File: config.mk
export PLATFORM = sky130hd
export DESIGN_NAME = idli_mem_req_m_flat
export DESIGN_NICKNAME = d
export VERILOG_FILES = /design/src/rtl/idli_mem_req_m_if.sv /design/src/rtl/idli_mem_req_m.sv /design/src/flat_wrapper.sv
export SDC_FILE = /design/constraint.sdc
export NUM_CORES = 1
export LEC_CHECK = 0
export CAP_MARGIN = 20
export CORE_ASPECT_RATIO = 0.5
export CORE_MARGIN = 1
export CORE_UTILIZATION = 53
export DETAILED_ROUTE_END_ITERATION = 6
export PLACE_DENSITY = 0.95
export RECOVER_POWER = 25
export SYNTH_ARGS = -nofsm -noshare
export SYNTH_HDL_FRONTEND = slang
export SYNTH_SLANG_ARGS = --single-unit
export TNS_END_PERCENT = 30
File: constraint.sdc
create_clock -name i_sqi_gck -period 3.97 [get_ports i_sqi_gck]
set_input_delay 0.794 -clock i_sqi_gck [delete_from_list [all_inputs] [get_ports i_sqi_gck]]
set_output_delay 0.794 -clock i_sqi_gck [all_outputs]
set_load 0.03 [all_outputs]
File: src/rtl/idli_mem_req_m_if.sv
// rtl/idli_mem_req_m_if.sv - bus bundle between the idli memory request sequencer and its neighbours
//
// Signals (master = sequencer side):
//   sqi_ctr      2   GCK phase counter; one 4-cycle period carries one 16b word
//   sqi_redirect 1   restart SQI transaction at the address on sqi_slice
//   sqi_wr_en    1   current/next SQI transaction is a WRITE
//   sqi_stall    1   hold SQI fetch stream
//   sqi_slice    4   address/store-data nibble towards the SQI interface
//   sqi_data     4   buffered data nibble from the SQI interface
//   br_vld/br_addr               branch redirect request and target
//   ls_vld/ls_wr/ls_addr/ls_data load/store request (ls_wr=1 store)
//   ret_addr     16  fetch address to resume at after a load/store
//   ls_rdy       1   load/store request accepted this cycle
//   ls_done      1   single-cycle load/store completion pulse
//   ld_data      16  last loaded word
//   dec_stall    1   decode cannot accept an instruction
//   busy         1   fetch stream invalid
interface idli_mem_req_m_if;
  logic [1:0]  sqi_ctr;
  logic        sqi_redirect;
  logic        sqi_wr_en;
  logic        sqi_stall;
  logic [3:0]  sqi_slice;
  logic [3:0]  sqi_data;
  logic        br_vld;
  logic [15:0] br_addr;
  logic        ls_vld;
  logic        ls_wr;
  logic [15:0] ls_addr;
  logic [15:0] ls_data;
  logic [15:0] ret_addr;
  logic        ls_rdy;
  logic        ls_done;
  logic [15:0] ld_data;
  logic        dec_stall;
  logic        busy;

  modport master (
    output sqi_ctr, sqi_redirect, sqi_wr_en, sqi_stall, sqi_slice,
    input  sqi_data,
    input  br_vld, br_addr, ls_vld, ls_wr, ls_addr, ls_data, ret_addr,
    output ls_rdy, ls_done, ld_data,
    input  dec_stall,
    output busy
  );

  modport slave (
    input  sqi_ctr, sqi_redirect, sqi_wr_en, sqi_stall, sqi_slice,
    output sqi_data,
    output br_vld, br_addr, ls_vld, ls_wr, ls_addr, ls_data, ret_addr,
    input  ls_rdy, ls_done, ld_data,
    output dec_stall,
    input  busy
  );
endinterface

File: src/rtl/idli_mem_req_m.sv
// rtl/idli_mem_req_m.sv - idli memory request sequencer feeding the SQI memory interface
//
// Ports:
//   i_sqi_gck    core clock (GCK)
//   i_sqi_rst_n  asynchronous active-low reset
//   bus          idli_mem_req_m_if.master: SQI control/slice outputs, load/store and
//                branch requests in, ls_rdy/ls_done/ld_data/busy out
module idli_mem_req_m (
  input  logic              i_sqi_gck,
  input  logic              i_sqi_rst_n,
  idli_mem_req_m_if.master  bus
);

  typedef enum logic [2:0] {
    ST_SETUP,
    ST_FETCH,
    ST_REDIR,
    ST_ACCESS,
    ST_RETURN
  } state_t;

  state_t      state_q, state_d;
  logic [1:0]  ctr_q;
  logic [2:0]  setup_q, setup_d;
  logic [15:0] addr_q;
  logic [15:0] data_q;
  logic [15:0] ret_q;
  logic [15:0] ld_q;
  logic        wr_q;
  logic        ls_q;        // a load/store is in flight
  logic        last;        // final cycle of a 4-cycle period
  logic [3:0]  nib;         // bit offset of the nibble for this phase
  logic        br_take, ls_take, done;
  logic        redirect;
  logic [3:0]  slice;

  assign last = (ctr_q == 2'd3);
  assign nib  = {ctr_q, 2'b00};

  always_ff @(posedge i_sqi_gck or negedge i_sqi_rst_n) begin
    if (!i_sqi_rst_n) begin
      ctr_q   <= 2'd0;
      state_q <= ST_SETUP;
      setup_q <= 3'd5;
      addr_q  <= 16'h0000;
      data_q  <= 16'h0000;
      ret_q   <= 16'h0000;
      ld_q    <= 16'h0000;
      wr_q    <= 1'b0;
      ls_q    <= 1'b0;
    end else begin
      ctr_q   <= ctr_q + 2'd1;
      state_q <= state_d;
      setup_q <= setup_d;
      if (br_take) begin
        addr_q <= bus.br_addr;
      end else if (ls_take) begin
        addr_q <= bus.ls_addr;
        data_q <= bus.ls_data;
        ret_q  <= bus.ret_addr;
        wr_q   <= bus.ls_wr;
        ls_q   <= 1'b1;
      end
      // Load data streams back during the RETURN period, one nibble per phase.
      if (state_q == ST_RETURN && ls_q && !wr_q) begin
        ld_q[nib +: 4] <= bus.sqi_data;
      end
      if (done) begin
        ls_q <= 1'b0;
      end
    end
  end

  always_comb begin
    state_d  = state_q;
    setup_d  = setup_q;
    br_take  = 1'b0;
    ls_take  = 1'b0;
    done     = 1'b0;
    redirect = 1'b0;
    slice    = 4'h0;
    case (state_q)
      ST_SETUP: begin
        // Store data goes out in the last idle period so it lines up with the write.
        if (ls_q && wr_q && setup_q == 3'd1) begin
          slice = data_q[nib +: 4];
        end
        if (last) begin
          setup_d = setup_q - 3'd1;
          if (setup_q == 3'd1) begin
            state_d = ls_q ? ST_ACCESS : ST_FETCH;
          end
        end
      end
      ST_FETCH: begin
        if (last) begin
          if (bus.br_vld) begin
            br_take = 1'b1;
            state_d = ST_REDIR;
          end else if (bus.ls_vld) begin
            ls_take = 1'b1;
            state_d = ST_REDIR;
          end
        end
      end
      ST_REDIR: begin
        redirect = 1'b1;
        slice    = addr_q[nib +: 4];
        if (last) begin
          // Stores skip the DUMMY period.
          setup_d = (ls_q && wr_q) ? 3'd4 : 3'd5;
          state_d = ST_SETUP;
        end
      end
      ST_ACCESS: begin
        if (last) begin
          state_d = ST_RETURN;
        end
      end
      ST_RETURN: begin
        redirect = 1'b1;
        slice    = ret_q[nib +: 4];
        if (last) begin
          done    = 1'b1;
          setup_d = 3'd5;
          state_d = ST_SETUP;
        end
      end
      default: begin
        state_d = ST_SETUP;
      end
    endcase
  end

  assign bus.sqi_ctr      = ctr_q;
  assign bus.sqi_redirect = redirect;
  assign bus.sqi_slice    = slice;
  assign bus.sqi_wr_en    = ls_q && wr_q &&
                            (state_q == ST_REDIR || state_q == ST_SETUP || state_q == ST_ACCESS);
  assign bus.sqi_stall    = bus.dec_stall && (state_q == ST_FETCH);
  assign bus.ls_rdy       = ls_take;
  assign bus.ls_done      = done;
  assign bus.ld_data      = ld_q;
  assign bus.busy         = (state_q != ST_FETCH);

endmodule

File: src/flat_wrapper.sv
// flat-port wrapper written by rule: the top's interface ports become plain ports
module idli_mem_req_m_flat 
  (i_sqi_gck, i_sqi_rst_n, bus_sqi_ctr, bus_sqi_redirect, bus_sqi_wr_en, bus_sqi_stall, bus_sqi_slice, bus_sqi_data, bus_br_vld, bus_br_addr, bus_ls_vld, bus_ls_wr, bus_ls_addr, bus_ls_data, bus_ret_addr, bus_ls_rdy, bus_ls_done, bus_ld_data, bus_dec_stall, bus_busy);
  idli_mem_req_m_if bus_i ();
  input  logic i_sqi_gck;
  input  logic i_sqi_rst_n;
  output wire logic [$bits(bus_i.sqi_ctr)-1:0] bus_sqi_ctr;
  output wire logic [$bits(bus_i.sqi_redirect)-1:0] bus_sqi_redirect;
  output wire logic [$bits(bus_i.sqi_wr_en)-1:0] bus_sqi_wr_en;
  output wire logic [$bits(bus_i.sqi_stall)-1:0] bus_sqi_stall;
  output wire logic [$bits(bus_i.sqi_slice)-1:0] bus_sqi_slice;
  input wire logic [$bits(bus_i.sqi_data)-1:0] bus_sqi_data;
  input wire logic [$bits(bus_i.br_vld)-1:0] bus_br_vld;
  input wire logic [$bits(bus_i.br_addr)-1:0] bus_br_addr;
  input wire logic [$bits(bus_i.ls_vld)-1:0] bus_ls_vld;
  input wire logic [$bits(bus_i.ls_wr)-1:0] bus_ls_wr;
  input wire logic [$bits(bus_i.ls_addr)-1:0] bus_ls_addr;
  input wire logic [$bits(bus_i.ls_data)-1:0] bus_ls_data;
  input wire logic [$bits(bus_i.ret_addr)-1:0] bus_ret_addr;
  output wire logic [$bits(bus_i.ls_rdy)-1:0] bus_ls_rdy;
  output wire logic [$bits(bus_i.ls_done)-1:0] bus_ls_done;
  output wire logic [$bits(bus_i.ld_data)-1:0] bus_ld_data;
  input wire logic [$bits(bus_i.dec_stall)-1:0] bus_dec_stall;
  output wire logic [$bits(bus_i.busy)-1:0] bus_busy;
  assign bus_sqi_ctr = bus_i.sqi_ctr;
  assign bus_sqi_redirect = bus_i.sqi_redirect;
  assign bus_sqi_wr_en = bus_i.sqi_wr_en;
  assign bus_sqi_stall = bus_i.sqi_stall;
  assign bus_sqi_slice = bus_i.sqi_slice;
  assign bus_i.sqi_data = bus_sqi_data;
  assign bus_i.br_vld = bus_br_vld;
  assign bus_i.br_addr = bus_br_addr;
  assign bus_i.ls_vld = bus_ls_vld;
  assign bus_i.ls_wr = bus_ls_wr;
  assign bus_i.ls_addr = bus_ls_addr;
  assign bus_i.ls_data = bus_ls_data;
  assign bus_i.ret_addr = bus_ret_addr;
  assign bus_ls_rdy = bus_i.ls_rdy;
  assign bus_ls_done = bus_i.ls_done;
  assign bus_ld_data = bus_i.ld_data;
  assign bus_i.dec_stall = bus_dec_stall;
  assign bus_busy = bus_i.busy;
  idli_mem_req_m u_core (.i_sqi_gck(i_sqi_gck), .i_sqi_rst_n(i_sqi_rst_n), .bus(bus_i));
endmodule
; Word-level counts from Yosys, hierarchy flattened
; Index checks and enable logic that the tools add are counted.
[totals]
out_inout_bits = 28
inputBits = 74
register_bits = 74
wordCells = 84
[op_classes]
eq_ne = 16
n_bitwise = 1
n_addsub = 3
shift = 5
muxes = 32
reduce_logical = 18
[ops]
columns = op, count
row1 = variable part select 16 x 5 -> 4 bit, 3
row2 = 2-to-1 mux 16 bit, 2
row3 = 2-to-1 mux 3 bit, 10
row4 = bitwise mux 16 bit, 1
row5 = variable shift 4 x 6 -> 16 bit (first input constant), 1
row6 = variable part select 4 x 6 -> 16 bit, 1
row7 = 2-to-1 mux 1 bit, 14
row8 = inequality test 2 x 1 -> 1 bit (second input constant), 7
row9 = case mux 3 bit (4 select lines), 1
row10 = case mux 4 bit (3 select lines), 1
row11 = case mux 3 bit (3 select lines), 1
row12 = equality test 3 x 1 -> 1 bit (second input constant), 2
row13 = equality test 3 x 2 -> 1 bit (second input constant), 2
row14 = logical AND 1 bit, 6
row15 = negator 4 -> 6 bit, 1
row16 = AND reduction 6 bit, 1
row17 = 2-to-1 mux 4 bit, 1
row18 = AND reduction 2 bit, 2
row19 = AND reduction 4 bit, 1
row20 = nonzero test 2 bit, 2
row21 = equality test 3 bit (second input constant), 1
row22 = zero test 3 bit, 1
row23 = inequality test 3 x 1 -> 1 bit (second input constant), 1
row24 = inequality test 3 bit (second input constant), 1
row25 = other kinds (10), 11

; Depth between registers and ports, before layout
; Gate-level depths: netlist (run 1).
[depth]
word_depth = 7
depth_mapped = 8
ltp_nobuf = 6

; Worst setup path after synthesis (run 1)
; OpenSTA, ideal clock, no wires.
[synth_timing]
path_type = register -> output
startpoint = register u_core.ctr_q[0], in the netlist u_core.bus.sqi_ctr[0]
endpoint = output bus_sqi_slice[0]
required_time_ns = 3.176
setup_slack_ns = 0.920
path_buffers = 2
path_stages_with_launch = 7
arrival_time_ns = 2.256
cell_sequence = dfrtp_1 -> buf_2 -> clkbuf_1 -> nor3b_1 -> a211oi_1 -> a21oi_1 -> o32ai_1
[synth_via]
elab_chain_len = 3
[synth_rtl]
columns = element, line
row1 = "start, declared", idli_mem_req_m.sv:23  ; logic [1:0] ctr_q;
row2 = "start signal, assigned", idli_mem_req_m.sv:52  ; ctr_q <= ctr_q + 2'd1;
row3 = variable part select 16 x 5 -> 4 bit, idli_mem_req_m.sv:86  ; slice = data_q[nib +: 4];
row4 = 2-to-1 mux 4 bit, idli_mem_req_m.sv:85  ; if (ls_q && wr_q && setup_q == 3'd1) begin
row5 = case mux 4 bit (3 select lines) *, idli_mem_req_m.sv:82  ; case (state_q)
row6 = "end, declared", flat_wrapper.sv:11  ; output wire logic [$bits(bus_i.sqi_slice)-1:0] bus_sqi_slice;
; Every way passes the cells marked *; elsewhere a longest branch is shown, timed or not.

; Worst setup path after layout (run 1)
[layout_timing]
startpoint = register u_core.ctr_q[1], in the netlist u_core.bus.sqi_ctr[1]
endpoint = output bus_sqi_slice[2]
; Same word-level chain as after synthesis.

==> flow_summary.toml, run 1 <==
[grt]
grt_first_pass_wirelength_um = 15080
grt_max_degree = 75
use_met3 = 0.08485
top_usage_layer = "met2"
met1_usage = 0.3457
grt_use_total = 0.2720
use_met2 = 0.4528
grt_pass1_vias = 2969
grt_overflow_total = 0
antenna_found_initial = 0

[finish]
finalNonFillerCells = 514
drive_above_1_share = 0.1967
final_area_sq_mm = 0.005159
area_growth_pct = 35.14
num_antenna_cells = 0
final_util = 0.7551
finish.net_count = 498

[setup_path]
path_max_fanout = 27
cpPeakStageDelay_ns = 0.99
critPathKind = "reg -> out"
crit_slowest_cell = "dfrtp_1"
arrival_ns = 2.97
r2r-start = "u_core.bus.sqi_ctr[1]"
critPathRequiredTime_ns = 3.18
crit_start = "u_core.bus.sqi_ctr[1]"
worstSetupEndpointType = "output port"
start_kind = "register"
cp_cell_sequence = "mux2i_1, a211oi_1, a21oi_1, o32ai_1, clkdlybuf4s50_1"

[synth]
post-synth-top-count-cell = "dfrtp_1"
syn-num-nets = 407
ys_warn_count = 0
synth_seq_cells = 74
syn_avg_cell_area_sq_um = 11.71
synth.largest_area_cell = "dfrtp_1"
yosysSeqAreaShare = 0.4857
synth.area.top_cells = "dfrtp_1 (47%), mux2_2 (10%), a21bo_2 (4.2%)"
synth_cells = 326
synth_common_cells = "dfrtp_1 (72), mux2_2 (34), a21oi_1 (29)"
synth_flop_cell = "dfrtp_1"
synth-async-reset-ratio = 1.000
synthDistinctLibCells = 44
synth_area_sq_mm = 0.003817
synth_top_area_share = 0.4720
synth_edf_count = 0

[pwr]
p_leak_nw = 2.229
power_density_mw_per_mm2 = 535.8
power.total_mw = 2.764
vdd_drop_max_uv = 286.2

[placed_design]
placed_cell_area_sq_mm = 0.004837
io_buffers = 101
placedCellCount = 497
gp_congestion = 0.8197
dpl.hpwl_um = 6607

[hold_path]
hold_class = "reg -> reg"
hold_path.startpoint = "u_core.setup_q[1]"

[route]
drc = 0
vias = 3083
wl_per_cell_um = 18.80
dr.pass1.iters = 4
drtAntennaViolNets = 0
drtIter0Drc = 296
via_per_inst = 5.998
wirelength_um = 9662

[floorplan]
die_h_um = 62.01
num_rows = 21
fp.dieW_um = 122.0
initial_core_util = 0.5588
dieArea_sq_mm = 0.007566
core_area_sq_mm = 0.006832
ioPinCount = 102

[sta]
setup_viol_count_final = 0
worst_slew_pin_slew_ns = 1.797
final.setup.tns_ns = 0
fin_skew_ns = 0.004622
period_needed_ns = 3.768
finalHoldViolCount = 0
max_freq_ghz = 0.2654
slew_viol_final = 75
max_slew_margin = -0.1979
rsz0062_at_grt = "false"
finalCritPeriodShare = 0.9492

[clock_network]
path_clk_slew_ns = 0.06
cts_tree = "built"
cts_buffer_depth = 2
cts.sink_count = 74
clock_latency_ns = 0.34
cts_setup_buffers = 0
ctsHoldBuffers = 0
cts_resized = 0
cts_made_buffers = 9
cts_root_buffer = "clkbuf_16"
h-tree-depth = 3

[run]
drv_cap = 1

[outcome]
status = "finished, violations left"
violations = "capacitance limit, slew limit"
## worst paths after layout
kind | endpoint | slack, ns | cells after the start
min in group asynchronous | u_core.bus.ld_data[9] | 0.92 | 1
hold / removal | u_core.setup_q[1] | 0.48 | 2
setup / recovery | bus_sqi_slice[2] | 0.20 | 5
hold reg to reg | u_core.setup_q[1] | 0.48 | 2
max in group asynchronous | u_core.data_q[15] | 1.96 | 1
setup reg to reg | u_core.data_q[7] | 0.89 | 5
## cell usage in the layout (no fill, tap or decap), types with 3 or more instances in the layout
| cell type | synthesis | final |
|---|---|---|
| a21bo_2 | 16 | 16 |
| o32ai_1 | 3 | 3 |
| and3b_1 | 16 | 16 |
| a21oi_1 | 29 | 29 |
| o21ai_0 | 6 | 6 |
| clkdlybuf4s50_1 | 0 | 99 |
| o2bb2ai_1 | 16 | 16 |
| ha_1 | 7 | 7 |
| buf_4 | 1 | 5 |
| nor2_1 | 6 | 6 |
| nand4_1 | 17 | 17 |
| dfrtp_1 | 72 | 72 |
| a211oi_1 | 3 | 3 |
| mux2i_1 | 6 | 6 |
| a211o_1 | 4 | 4 |
| clkbuf_16 | 0 | 9 |
| clkinv_2 | 0 | 3 |
| nor3b_1 | 10 | 10 |
| mux2_2 | 34 | 34 |
| inv_1 | 12 | 12 |
| mux4_2 | 4 | 4 |
| nand2_1 | 11 | 11 |
## area by class of cell
cell class / count / area, sq um
Sequential cell: 74 / 1854
Tap cell: 92 / 115.1
Fill cell: 406 / 1673
Timing Repair Buffer: 106 / 1061
Inverter: 12 / 45.04
Multi-Input combinational cell: 214 / 1787
Clock inverter: 5 / 53.80
Clock buffer: 11 / 242.7
## where the power goes
group | leakage [nW] | switching (mW) | internal, mW
registers | 0.954 | 0.207 | 1.00
logic | 1.13 | 0.323 | 0.421
clock network | 0.149 | 0.309 | 0.501
## stage by stage
| step | setup WS (ns) | hold slack (ns) |
|---|---|---|
| after floorplan | 0.9198 | 0.4417 |
| after global placement | 0.7579 | 0.4586 |
| after detailed placement | 0.6045 | 0.4707 |
| after CTS | 0.2162 | 0.4830 |
| after global routing | 0.03273 | 0.5038 |
| final | 0.2016 | 0.4826 |
## state kept, by name, summed over array words and instances (netlist names)
name / count
u_core.addr_q: 16
u_core.bus.ld_data: 16
u_core.bus.sqi_ctr: 2
u_core.data_q: 16
u_core.ls_q: 1
u_core.ret_q: 16
u_core.setup_q: 3
u_core.state_q: 3
u_core.wr_q: 1
## cell families after synthesis
kind of cell | count (synthesis) | synth area share
AND/OR/NAND/NOR | 75 | 0.1344
XOR/XNOR | 1 | 0.002295
flip-flops | 74 | 0.4857
adder cells (fa/ha/maj) | 7 | 0.02294
AO/OA/AOI/OAI | 86 | 0.1659
multiplexers | 45 | 0.1426
buffers and inverters | 38 | 0.04621
## routing by layer
metal,share of wire,up-vias
met5,0,-
met4,0.016,0
met3,0.063,18
met2,0.50,121
met1,0.42,1541
li1,-,1403
## critical path, delay by kind of cell (launching register included)
family	cells	cell delay, ns
flops	1	0.99
buf+inv	1	0.75
compound gates	3	0.71
mux	1	0.18
Power figures use the tool's default switching activity.
==> inputs of run 2 (changes only) <==
Settings changed: CTS_CLUSTER_DIAMETER from default to 30.
==> results of run 2 <==
Same layout as run 1: the final DEF is identical, and so are final timing and power.
==> inputs of run 3 (changes only) <==
Settings changed: CORE_ASPECT_RATIO 0.5 to 0.75.
==> run 3 against run 2 <==
Net effect:
- the flow still finishes with violations (capacitance limit, slew limit)
- critical path type unchanged
- non-clock buffer count is the same
- largest power group unchanged
- clock skew barely moved
- clock power shrank 27%
- combinational power rose by 0.5%
- sequential power about the same
- register-to-register slack got worse by 0.07 ns
- global-route usage is 0.94 points lower
- worst hold slack improved by 0.011 ns
- final area down 2.0%
==> flow_summary.toml, run 3 (same netlist as run 1, synthesis figures left out) <==
[sta]
rsz0062_at_grt = "false"
final.setup.tns_ns = 0
finalHoldViolCount = 0
setup_viol_count_final = 0
fin_skew_ns = 0.004508
finalCritPeriodShare = 0.9633
max_slew_margin = -0.2013
slew_viol_final = 75
worst_slew_pin_slew_ns = 1.802
max_freq_ghz = 0.2615
period_needed_ns = 3.824

[floorplan]
core_area_sq_mm = 0.006897
die_h_um = 75.50
fp.dieW_um = 100.0
initial_core_util = 0.5535
dieArea_sq_mm = 0.007550
ioPinCount = 102
num_rows = 26

[pwr]
internal_power_mw = 1.714
sequentialPowerShare = 0.474
switching_share = 0.3256
power.total_mw = 2.541
p_leak_nw = 2.165
power_density_mw_per_mm2 = 502.8
p_clk_frac = 0.232
power_frac_comb = 0.294
p_sw_mw = 0.8273
vdd_drop_max_uv = 307.8

[setup_path]
crit_slowest_cell = "dfrtp_1"
cpPeakStageDelay_ns = 1.00
cp_cell_sequence = "mux2i_1, a211oi_1, a21oi_1, o32ai_1, clkdlybuf4s50_1"
start_kind = "register"
path_max_fanout = 27
arrival_ns = 3.03
worstSetupEndpointType = "output port"
cp_top_family = "flip-flops"
r2r_cells = 5
critPathRequiredTime_ns = 3.18
crit_buf_inv = 1
cp.depth = 5
critPathKind = "reg -> out"

[grt]
grt_first_pass_wirelength_um = 14880
grt_overflow_total = 0
grt_use_total = 0.2626
antenna_found_initial = 0
grt_pass1_vias = 2949
grt_max_degree = 75

[outcome]
violations = "capacitance limit, slew limit"
status = "finished, violations left"

[route]
drtAntennaViolNets = 0
wl_per_cell_um = 18.33
via_per_inst = 5.819
dr.pass1.iters = 5
drtIter0Drc = 257
vias = 3026
drc = 0
wirelength_um = 9532

[placed_design]
placedCellCount = 504
dpl.hpwl_um = 6835
io_buffers = 101
gp_congestion = 0.8726

[clock_network]
ctsHoldBuffers = 0
cts_made_buffers = 9
cts_buffer_depth = 2
cts_root_buffer = "clkbuf_8"
cts.sink_count = 74
h-tree-depth = 3
cts_tree = "built"
clock_latency_ns = 0.35
path_clk_slew_ns = 0.08

[finish]
finalNonFillerCells = 520
final_common_cell = "clkdlybuf4s50_1"
finish.net_count = 498
num_antenna_cells = 0
drive_above_1_share = 0.2014
mostFrequentLayoutCells = "clkdlybuf4s50_1 (99), dfrtp_1 (72), mux2_2 (34)"
area_growth_pct = 32.38

[hold_path]
hold_class = "reg -> reg"
hold_depth = 1

[run]
drv_cap = 1
## run 3: cell count changes in the layout (fill, tap and decap cells not counted), sizes merged
cell	change
inv	+2
clkinvlp	+3
clkbuf	-2
clkinv	-3
## run 3: per-stage QoR
| stage | area (sq um) | worst slack (ns) | hold slack (ns) | util |
|---|---|---|---|---|
| after global placement | 4852 | 0.6600 | 0.4694 | 0.7036 |
| final | 5054 | 0.1457 | 0.4932 | 0.7328 |
| after detailed placement | 4852 | 0.5810 | 0.4763 | 0.7036 |
| after floorplan | 3817 | 0.9198 | 0.4417 | - |
| after CTS | 5051 | 0.1376 | 0.4946 | 0.7324 |
| after global routing | 5054 | 0.01017 | 0.5091 | 0.7328 |
## run 3: cell type report
cell class | instances | area [sq um]
flip-flops and latches | 74 | 1854
fillers | 463 | 1843
multi-input cells | 214 | 1792
repair buffers | 106 | 1041
clock buffers | 9 | 123.9
well taps | 98 | 122.6
clock inverters | 7 | 75.07
inverters | 12 | 45.04
## run 3: power by group through the flow
stage	logic (mW)	registers, mW	clock network (mW)
finish	0.748	1.20	0.588
global route	0.804	1.24	0.628
global placement	0.707	1.19	0
floorplan	0.473	1.15	0
CTS	0.747	1.20	0.594
detailed placement	0.740	1.20	0
## run 3: worst paths after layout
| path | end | startpoint | slack [ns] |
|---|---|---|---|
| worst min-delay path | u_core.bus.ld_data[4] | u_core.bus.ld_data[4] | 0.49 |
| max in group asynchronous | u_core.addr_q[1] | i_sqi_rst_n | 1.98 |
| worst max-delay path | bus_sqi_slice[2] | u_core.bus.sqi_ctr[1] | 0.15 |
| worst max register to register | u_core.ret_q[15] | u_core.bus.sqi_ctr[1] | 0.82 |
| min in group asynchronous | u_core.bus.ld_data[14] | i_sqi_rst_n | 0.93 |
| worst min register to register | u_core.bus.ld_data[4] | u_core.bus.ld_data[4] | 0.49 |
## run 3: repair_timing
item / in CTS / in global routing
endpoints found under the setup margin: 0 / 1
setup buffers: 0 / 0
gates resized for setup: 0 / 1
## run 3: metal layers
metal  track usage  vias up  routed length, um
met5             0        -                  0
met4       0.08374        0                159
met3       0.06789       14                642
met2        0.4261      141               4534
met1        0.3536     1469               4196
li1              -     1402                  -
